===== src/rtl/usb_pkg.sv =====
// Shared types and constants for the USB transmit arbiter: FSM state encoding,
// default wait limit, packet length bounds and the round-robin pick function.
package usb_pkg;

  localparam int TIMEOUT_DEFAULT = 255;
  localparam int MAX_LEN         = 15;
  localparam int LEN_W           = $clog2(MAX_LEN + 1);

  typedef enum logic [1:0] {
    IDLE      = 2'd0,
    LOAD      = 2'd1,
    START     = 2'd2,
    WAIT_DONE = 2'd3
  } state_t;

  // last = index of the requester granted most recently; a tie goes to the other one.
  function automatic logic [1:0] rr_pick(input logic [1:0] req, input logic last);
    logic [1:0] g;
    g = 2'b00;
    case (req)
      2'b01:   g = 2'b01;
      2'b10:   g = 2'b10;
      2'b11:   g = last ? 2'b01 : 2'b10;
      default: g = 2'b00;
    endcase
    return g;
  endfunction

endpackage


===== src/rtl/usb_tx_arbiter_if.sv =====
// Bus between two packet requesters, the transmit FIFO, the USB controller and the arbiter.
// master = arbiter side, slave = requesters / FIFO / controller side.
interface usb_tx_arbiter_if;
  import usb_pkg::*;

  logic [1:0]       req;
  logic [LEN_W-1:0] len_0;
  logic [LEN_W-1:0] len_1;
  logic [7:0]       data_0;
  logic [7:0]       data_1;
  logic [1:0]       pop;
  logic [1:0]       grant;
  logic [7:0]       tx_data;
  logic             tx_write;
  logic             fifo_full;
  logic             transmit_start;
  logic             data_sent;
  logic             busy;
  logic             timeout_err;

  modport master (
    input  req, len_0, len_1, data_0, data_1, fifo_full, data_sent,
    output pop, grant, tx_data, tx_write, transmit_start, busy, timeout_err
  );

  modport slave (
    output req, len_0, len_1, data_0, data_1, fifo_full, data_sent,
    input  pop, grant, tx_data, tx_write, transmit_start, busy, timeout_err
  );

endinterface


===== src/rtl/usb_timeout_counter.sv =====
// Cycle counter for the completion wait: cleared on request, counts while enabled,
// and flags the cycle in which LIMIT enabled cycles have elapsed (then wraps to 0).
module usb_timeout_counter #(
  parameter int LIMIT = 255
) (
  input  logic clk,
  input  logic n_rst,
  input  logic clear,
  input  logic enable,
  output logic rollover
);

  localparam int CW = $clog2(LIMIT + 1);
  localparam logic [CW-1:0] LAST = CW'(LIMIT - 1);

  logic [CW-1:0] count;

  assign rollover = enable && (count == LAST);

  always_ff @(posedge clk or negedge n_rst) begin
    if (!n_rst) begin
      count <= '0;
    end else if (clear) begin
      count <= '0;
    end else if (enable) begin
      count <= rollover ? '0 : count + CW'(1);
    end
  end

endmodule


===== src/rtl/usb_tx_arbiter.sv =====
// Round-robin arbiter that moves one requester's packet into the transmit FIFO,
// kicks the USB controller and waits (bounded) for it to report completion.
module usb_tx_arbiter
  import usb_pkg::*;
#(
  parameter int TIMEOUT = TIMEOUT_DEFAULT
) (
  input  logic              clk,
  input  logic              n_rst,
  usb_tx_arbiter_if.master  bus,
  output state_t            fsm_state
);

  state_t           state;
  logic [1:0]       grant;
  logic [LEN_W-1:0] remaining;
  logic             last;
  logic [1:0]       pick;
  logic [LEN_W-1:0] pick_len;
  logic             write;
  logic             expired;

  // Handshake: in LOAD a byte moves whenever fifo_full is low; that same cycle
  // tx_write is high, tx_data carries the granted requester's byte and that
  // requester's pop bit is high, telling it to advance to its next byte.
  assign pick     = rr_pick(bus.req, last);
  assign pick_len = pick[1] ? bus.len_1 : bus.len_0;
  assign write    = (state == LOAD) && !bus.fifo_full;

  assign bus.tx_write       = write;
  assign bus.tx_data        = write ? (grant[1] ? bus.data_1 : bus.data_0) : 8'h00;
  assign bus.pop            = write ? grant : 2'b00;
  assign bus.grant          = grant;
  assign bus.transmit_start = (state == START);
  assign bus.busy           = (state != IDLE);
  // Completion in the expiry cycle wins over the timeout.
  assign bus.timeout_err    = (state == WAIT_DONE) && expired && !bus.data_sent;
  assign fsm_state          = state;

  usb_timeout_counter #(.LIMIT(TIMEOUT)) u_timeout (
    .clk      (clk),
    .n_rst    (n_rst),
    .clear    (state == START),
    .enable   (state == WAIT_DONE),
    .rollover (expired)
  );

  always_ff @(posedge clk or negedge n_rst) begin
    if (!n_rst) begin
      state     <= IDLE;
      grant     <= 2'b00;
      remaining <= '0;
      last      <= 1'b1;
    end else begin
      case (state)
        IDLE: begin
          if (|bus.req) begin
            grant     <= pick;
            remaining <= pick_len;
            state     <= (pick_len != '0) ? LOAD : START;
          end
        end
        LOAD: begin
          if (write) begin
            remaining <= remaining - LEN_W'(1);
            if (remaining == LEN_W'(1)) state <= START;
          end
        end
        START: state <= WAIT_DONE;
        WAIT_DONE: begin
          if (bus.data_sent || expired) begin
            grant <= 2'b00;
            last  <= grant[1];
            state <= IDLE;
          end
        end
        default: state <= IDLE;
      endcase
    end
  end

endmodule


===== src/flat_wrapper.sv =====
// flat-port wrapper written by rule: the top's interface ports become plain ports
module usb_tx_arbiter_flat import usb_pkg::*;
#(
  parameter int TIMEOUT = TIMEOUT_DEFAULT
)
  (clk, n_rst, fsm_state, bus_req, bus_len_0, bus_len_1, bus_data_0, bus_data_1, bus_fifo_full, bus_data_sent, bus_pop, bus_grant, bus_tx_data, bus_tx_write, bus_transmit_start, bus_busy, bus_timeout_err);
  usb_tx_arbiter_if bus_i ();
  input  logic clk;
  input  logic n_rst;
  output state_t fsm_state;
  input wire logic [$bits(bus_i.req)-1:0] bus_req;
  input wire logic [$bits(bus_i.len_0)-1:0] bus_len_0;
  input wire logic [$bits(bus_i.len_1)-1:0] bus_len_1;
  input wire logic [$bits(bus_i.data_0)-1:0] bus_data_0;
  input wire logic [$bits(bus_i.data_1)-1:0] bus_data_1;
  input wire logic [$bits(bus_i.fifo_full)-1:0] bus_fifo_full;
  input wire logic [$bits(bus_i.data_sent)-1:0] bus_data_sent;
  output wire logic [$bits(bus_i.pop)-1:0] bus_pop;
  output wire logic [$bits(bus_i.grant)-1:0] bus_grant;
  output wire logic [$bits(bus_i.tx_data)-1:0] bus_tx_data;
  output wire logic [$bits(bus_i.tx_write)-1:0] bus_tx_write;
  output wire logic [$bits(bus_i.transmit_start)-1:0] bus_transmit_start;
  output wire logic [$bits(bus_i.busy)-1:0] bus_busy;
  output wire logic [$bits(bus_i.timeout_err)-1:0] bus_timeout_err;
  assign bus_i.req = bus_req;
  assign bus_i.len_0 = bus_len_0;
  assign bus_i.len_1 = bus_len_1;
  assign bus_i.data_0 = bus_data_0;
  assign bus_i.data_1 = bus_data_1;
  assign bus_i.fifo_full = bus_fifo_full;
  assign bus_i.data_sent = bus_data_sent;
  assign bus_pop = bus_i.pop;
  assign bus_grant = bus_i.grant;
  assign bus_tx_data = bus_i.tx_data;
  assign bus_tx_write = bus_i.tx_write;
  assign bus_transmit_start = bus_i.transmit_start;
  assign bus_busy = bus_i.busy;
  assign bus_timeout_err = bus_i.timeout_err;
  usb_tx_arbiter #(.TIMEOUT(TIMEOUT)) u_core (.clk(clk), .n_rst(n_rst), .bus(bus_i), .fsm_state(fsm_state));
endmodule

===== config.mk =====
export PLATFORM = sky130hd
export DESIGN_NAME = usb_tx_arbiter_flat
export DESIGN_NICKNAME = d
export VERILOG_FILES = /design/src/rtl/usb_pkg.sv /design/src/rtl/usb_tx_arbiter_if.sv /design/src/rtl/usb_timeout_counter.sv /design/src/rtl/usb_tx_arbiter.sv /design/src/flat_wrapper.sv
export SDC_FILE = /design/constraint.sdc
export NUM_CORES = 1
export LEC_CHECK = 0
export ABC_AREA = 0
export CAP_MARGIN = 20
export CORE_UTILIZATION = 47
export CTS_BUF_LIST = sky130_fd_sc_hd__clkbuf_8 sky130_fd_sc_hd__clkbuf_16
export DETAILED_ROUTE_END_ITERATION = 6
export GPL_TIMING_DRIVEN = 0
export PLACE_DENSITY = 0.84
export SYNTH_ARGS = -nofsm -noshare
export SYNTH_HDL_FRONTEND = slang
export SYNTH_SLANG_ARGS = --single-unit
export TNS_END_PERCENT = 50

===== constraint.sdc =====
create_clock -name clk -period 4.9 [get_ports clk]
set_input_delay 0.735 -clock clk [delete_from_list [all_inputs] [get_ports clk]]
set_output_delay 0.735 -clock clk [all_outputs]
set_load 0.05 [all_outputs]

## After elaboration in Yosys (flattened, before gate mapping)

Index checks and enable logic that the tools add are counted.

| word-level totals | value |
|---|---|
| input port bits | 30 |
| ROM bits | 0 |
| word-level logic and storage cells | 57 |
| memory bits (writable) | 0 |
| memories | 0 |
| bits in latches | 0 |
| flip-flop bits (word level) | 17 |

| cells by class | value |
|---|---|
| shift operators | 0 |
| divide/modulo/power cells | 0 |
| muxes and demuxes | 20 |
| $lt $le $gt $ge | 0 |
| multipliers | 0 |
| bitwise operators | 0 |
| eq/ne operators | 12 |
| reductions and logical operators | 18 |
| add/sub/neg operators | 2 |

Operator list:

| operator | number |
|---|---|
| $mux W8 | 5 |
| $mux W2 | 8 |
| $mux W4 | 3 |
| $add A8 B1 Y8 const B | 1 |
| $eq A2 B2 Y1 const B | 4 |
| $eq A8 B8 Y1 const B | 1 |
| $pmux W2 S4 | 1 |
| $pmux W4 S2 | 1 |
| $reduce_bool A2 Y1 | 4 |
| $ne A2 B1 Y1 const B | 3 |
| $pmux W2 S3 | 1 |
| $reduce_and A3 Y1 | 2 |
| $eq A2 B1 Y1 const B | 2 |
| $eq A4 B1 Y1 const B | 1 |
| $logic_and A1 B1 Y1 | 4 |
| $pmux W2 S2 | 1 |
| $reduce_and A4 Y1 | 1 |
| $reduce_bool A4 Y1 | 1 |
| $sub A4 B1 Y4 const B | 1 |
| $logic_not A1 Y1 | 2 |
| $logic_not A2 Y1 | 1 |
| $ne A2 B2 Y1 const B | 1 |
| $reduce_and A2 Y1 | 1 |
| $reduce_or A2 Y1 | 1 |
| $logic_or A1 B1 Y1 | 1 |

## Longest topological paths before layout

| depth | value |
|---|---|
| word-level depth | 7 |
| gate-level depth with buffers | 6 |
| mapped depth without buffers | 6 |

## Cells and area by module

From an unflattened synthesis, not the netlist that was laid out.

| second synthesis, totals | value |
|---|---|
| cell total of the unflattened synthesis | 148 |
| area, all modules | 1297.5 µm² |

Modules (own cells, without submodules):

| module | area an instance (µm²) | cells an instance | instances |
|---|---|---|---|
| usb_tx_arbiter | 823.3 | 95 | 1 |
| usb_timeout_counter | 474.2 | 53 | 1 |

## Worst setup path after synthesis

OpenSTA, ideal clock, no wires.

| path | value |
|---|---|
| path type | reg-to-output |
| start | register u_core.state[0], in the netlist u_core.fsm_state[0] |
| end | output port bus_timeout_err |
| required time | 4.165 ns |
| data arrival time | 2.255 ns |
| cell stages (with the launch flop) | 5 |
| path buffers | 1 |
| setup slack | 1.910 ns |
| cells stage by stage | dfrtp_1 -> ha_1 -> buf_2 -> nand4_1 -> nor3_1 |

| on the way | value |
|---|---|
| cells in the longest elaborated chain, start to end | 4 |

Ends and longest elaborated chain:

| item | RTL line | RTL |
|---|---|---|
| start, declared | usb_tx_arbiter.sv:14 | `state_t state;` |
| start signal, assigned | usb_tx_arbiter.sv:60 | `state <= (pick_len != '0) ? LOAD : START;` |
| $eq A2 B2 Y1 * | usb_tx_arbiter.sv:37, usb_tx_arbiter.sv:44 |  |
| $logic_and A1 B1 Y1 | usb_timeout_counter.sv:18 | `assign rollover = enable && (count == LAST);` |
| $logic_and A1 B1 Y1 * (2 in series) | usb_tx_arbiter.sv:37 | `assign bus.timeout_err = (state == WAIT_DONE) && expired && !bus.data_sent;` |
| end, declared | flat_wrapper.sv:24 | `output wire logic [$bits(bus_i.timeout_err)-1:0] bus_timeout_err;` |

Every way passes the cells marked *; elsewhere a longest branch is shown, timed or not.

## Worst setup path in the final report

| path | value |
|---|---|
| start | input port bus_fifo_full |
| end | output port bus_pop[0] |

| on the way | value |
|---|---|
| cells in the longest elaborated chain, start to end | 3 |

Ends and longest elaborated chain:

| item | RTL line | RTL |
|---|---|---|
| start, declared | flat_wrapper.sv:16 | `input wire logic [$bits(bus_i.fifo_full)-1:0] bus_fifo_full;` |
| $logic_not A1 Y1 | usb_tx_arbiter.sv:28 | `assign write = (state == LOAD) && !bus.fifo_full;` |
| $logic_and A1 B1 Y1 | usb_tx_arbiter.sv:28 |  |
| $mux W2 | usb_tx_arbiter.sv:32 | `assign bus.pop = write ? grant : 2'b00;` |
| end, declared | flat_wrapper.sv:18 | `output wire logic [$bits(bus_i.pop)-1:0] bus_pop;` |

No other way between the ends.

==> impl_metrics.yaml <==
outcome:
  status: "completed"
clocking:
  cts_made_buffers: 3
  ctsResizeCount: 0
  cts_setup_buffers: 0
  clock-sinks: 17
  clk_pin_slew_worst_paths_ns: 0.06
  cts_tree: "yes"
  htreeDepth: 1
  cts-root-buf: "clkbuf_8"
  hold_buffers: 0
  clock_path_buffers: 2
  clock_latency_ns: 0.25
layout:
  n_fill_cell: 197
  synthToLayoutAreaGrowth_pct: 43.1
  nNetsFinal: 235
  multiInputGateArea_sq_um: 797
  design_area_sq_um: 1840
  regArea_sq_um: 427
  diodes: 0
  drive_gt1_share_pct: 10.8
  utilization_pct: 72.8
worst_setup_path:
  critical_path_required_ns: 4.16
  crit_path_end_kind: "output port"
  r2r_slack_ns: 3.06
  timing.rr.start: "u_core.fsm_state[0]$_DFFE_PN0P_"
  worstSetupPathType: "input pin to output port"
  crit_arrival_ns: 2.68
  cp-start-kind: "input pin"
  r2r_cells: 6
  worst-path-max-fanout: 9
  reg2reg_to: "u_core.u_timeout.count[0]$_DFFE_PN0P_"
yosys:
  synth-edff-count: 0
  avgSynthCellArea_sq_um: 8.91
  synthCells: 144
  synth_ff_type: "dfrtp_1"
  async_flop_share_pct: 100
  ys_warn_count: 0
  yosysSeqAreaShare_pct: 33.2
  ys_types: 40
  syn-cell-area_sq_um: 1280
  syn_nets: 183
  ys_ff_latch: 17
detailed_routing:
  finalWirelength_mm: 3.22
  dr.first_iter.drc_count: 24
  drt_first_pass_iters: 4
  vias: 1218
  ant_nets: 0
  via_per_inst: 5.41
  drc: 0
  wl_per_cell_microns: 14.3
sta:
  setup_slack_ns: 1.48
  hold_viol: 0
  drv_slew: 0
  rsz0062_at_grt: "no"
  setup_viol: 0
  fin_crit_ns: 3.42
  relSlewSlack_pct: 49.3
  skew_ns: 0.00299
  worst_pin_slew_ns: 0.759
  setup_tns_ns: 0
  period_share_pct: 69.7
  timing.fmax_mhz: 293
global_route:
  gr-total-overflow: 0
  grt_pass1_vias: 1175
  grt_pass1_wl_mm: 5.11
  antenna_found_initial: 0
  grt_max_degree: 18
  grt.total_usage_pct: 24.2
floorplan:
  dieHeight_microns: 54.3
  ioPinCount: 48
  start_util_pct: 50.9
  dieArea_sq_um: 2940
  core_sq_um: 2520
  num_rows: 18
  die_x_microns: 54.3
pwr:
  peakVddDrop_v: 0.000451
  p_per_area_nw_per_um2: 526
  finalPower_uw: 967
  p_leak_uw: 0.000773
min_path:
  min_path_cells: 2
  holdCritStartpoint: "u_core.remaining[1]$_DFFE_PN0P_"
  whs_endpoint: "u_core.remaining[1]$_DFFE_PN0P_"
  min_path_type: "register to register"
placed_design:
  dpl.hpwl_mm: 2.52
  gp_congestion: 0.791
  dp_slack_ns: 1.49
  port_buffers: 47
  placedInstanceArea_sq_um: 1790
job:
  max_cap_violations: 0
worst max-delay path, cell delays in order:
cell	delay [ns]
clkdlybuf4s50_1	0.51
nand2b_1	0.12
clkbuf_1	0.31
inv_1	0.12
and2_1	0.18
clkdlybuf4s50_1	0.71
power breakdown:
part / switching [uW] / internal, uW
clock network: 47.1 / 55.6
registers: 54.4 / 191
logic: 367 / 252
placed cells by master, fill, tap and decap left out, drive strengths merged, types with 6 or more instances in the layout:
| cell type | Yosys | routed |
|---|---|---|
| dfrtp | 16 | 16 |
| mux2i | 10 | 10 |
| a21oi | 8 | 8 |
| clkdlybuf4s50 | 0 | 47 |
| nor3 | 6 | 6 |
| nand2 | 9 | 9 |
| mux2 | 6 | 6 |
| ha | 9 | 9 |
| nor2 | 18 | 18 |
| o21ai | 13 | 13 |
| inv | 11 | 12 |
metal layers:
metal | routed length, microns | track usage (%) | vias to the layer above
li1 | - | - | 607
met1 | 1450 | 30.4 | 572
met2 | 1620 | 39.6 | 33
met3 | 98 | 6.11 | 6
met4 | 59 | 8.97 | 0
met5 | 0 | 0 | -
logic make-up after synthesis:
| group | Yosys count | share of synthesized area [%] |
|---|---|---|
| flip-flops | 17 | 33.2 |
| adder cells (fa/ha/maj) | 9 | 8.77 |
| multiplexers | 16 | 13.4 |
| AND/OR/NAND/NOR | 51 | 20.3 |
| AO/OA/AOI/OAI | 33 | 17.6 |
| XOR/XNOR | 3 | 2.05 |
| buffers and inverters | 15 | 4.68 |
per-stage QoR:
step	hold WS, ns	instances
global route	0.565	225
detailed placement	0.505	221
finish	0.519	225
floorplan	0.439	144
global placement	0.490	221
CTS	0.518	225
how the worst max path moves through the flow:
stage               cells after the start              end  slack (ns)                            start
floorplan                               4  bus_timeout_err        1.91  u_core.fsm_state[0]$_DFFE_PN0P_
global placement                        6       bus_pop[0]        1.54                    bus_fifo_full
detailed placement                      6       bus_pop[0]        1.49                    bus_fifo_full
CTS                                     6       bus_pop[0]        1.49                    bus_fifo_full
global route                            6       bus_pop[0]        1.40                    bus_fifo_full
finish                                  6       bus_pop[0]        1.48                    bus_fifo_full
sequential cells by signal (all words and copies together) (netlist names):
name                    cells
u_core.u_timeout.count      8
u_core.remaining            4
u_core.bus.grant            2
u_core.fsm_state            2
u_core.last                 1
Yosys cell counts, types with 2 or more instances:
| master | instances | share of area [%] |
|---|---|---|
| nor2_1 | 18 | 5.3 |
| dfrtp_1 | 16 | 31 |
| o21ai_0 | 12 | 4.7 |
| inv_1 | 11 | 3.2 |
| mux2i_1 | 10 | 7.8 |
| ha_1 | 9 | 8.8 |
| nand2_1 | 9 | 2.6 |
| a21oi_1 | 7 | 2.7 |
| nor3_1 | 6 | 2.3 |
| mux2_2 | 5 | 4.4 |
| buf_2 | 3 | 1.2 |
| nand3_1 | 3 | 1.2 |
| and2_1 | 2 | 0.97 |
| nand2b_1 | 2 | 0.97 |
| nor4_1 | 2 | 0.97 |
| o2bb2ai_1 | 2 | 1.4 |
| or2_2 | 2 | 0.97 |
| or3_1 | 2 | 0.97 |
| xor2_1 | 2 | 1.4 |
final cells by class:
class / count / area share (%)
Buffer: 4 / 1.02
Clock buffer: 3 / 2.25
Clock inverter: 1 / 0.204
Inverter: 11 / 2.25
Multi-Input combinational cell: 112 / 43.4
Sequential cell: 17 / 23.2
Tap cell: 30 / 2.04
Timing Repair Buffer: 47 / 25.6
No activity file was read; power rests on OpenSTA's default activity.
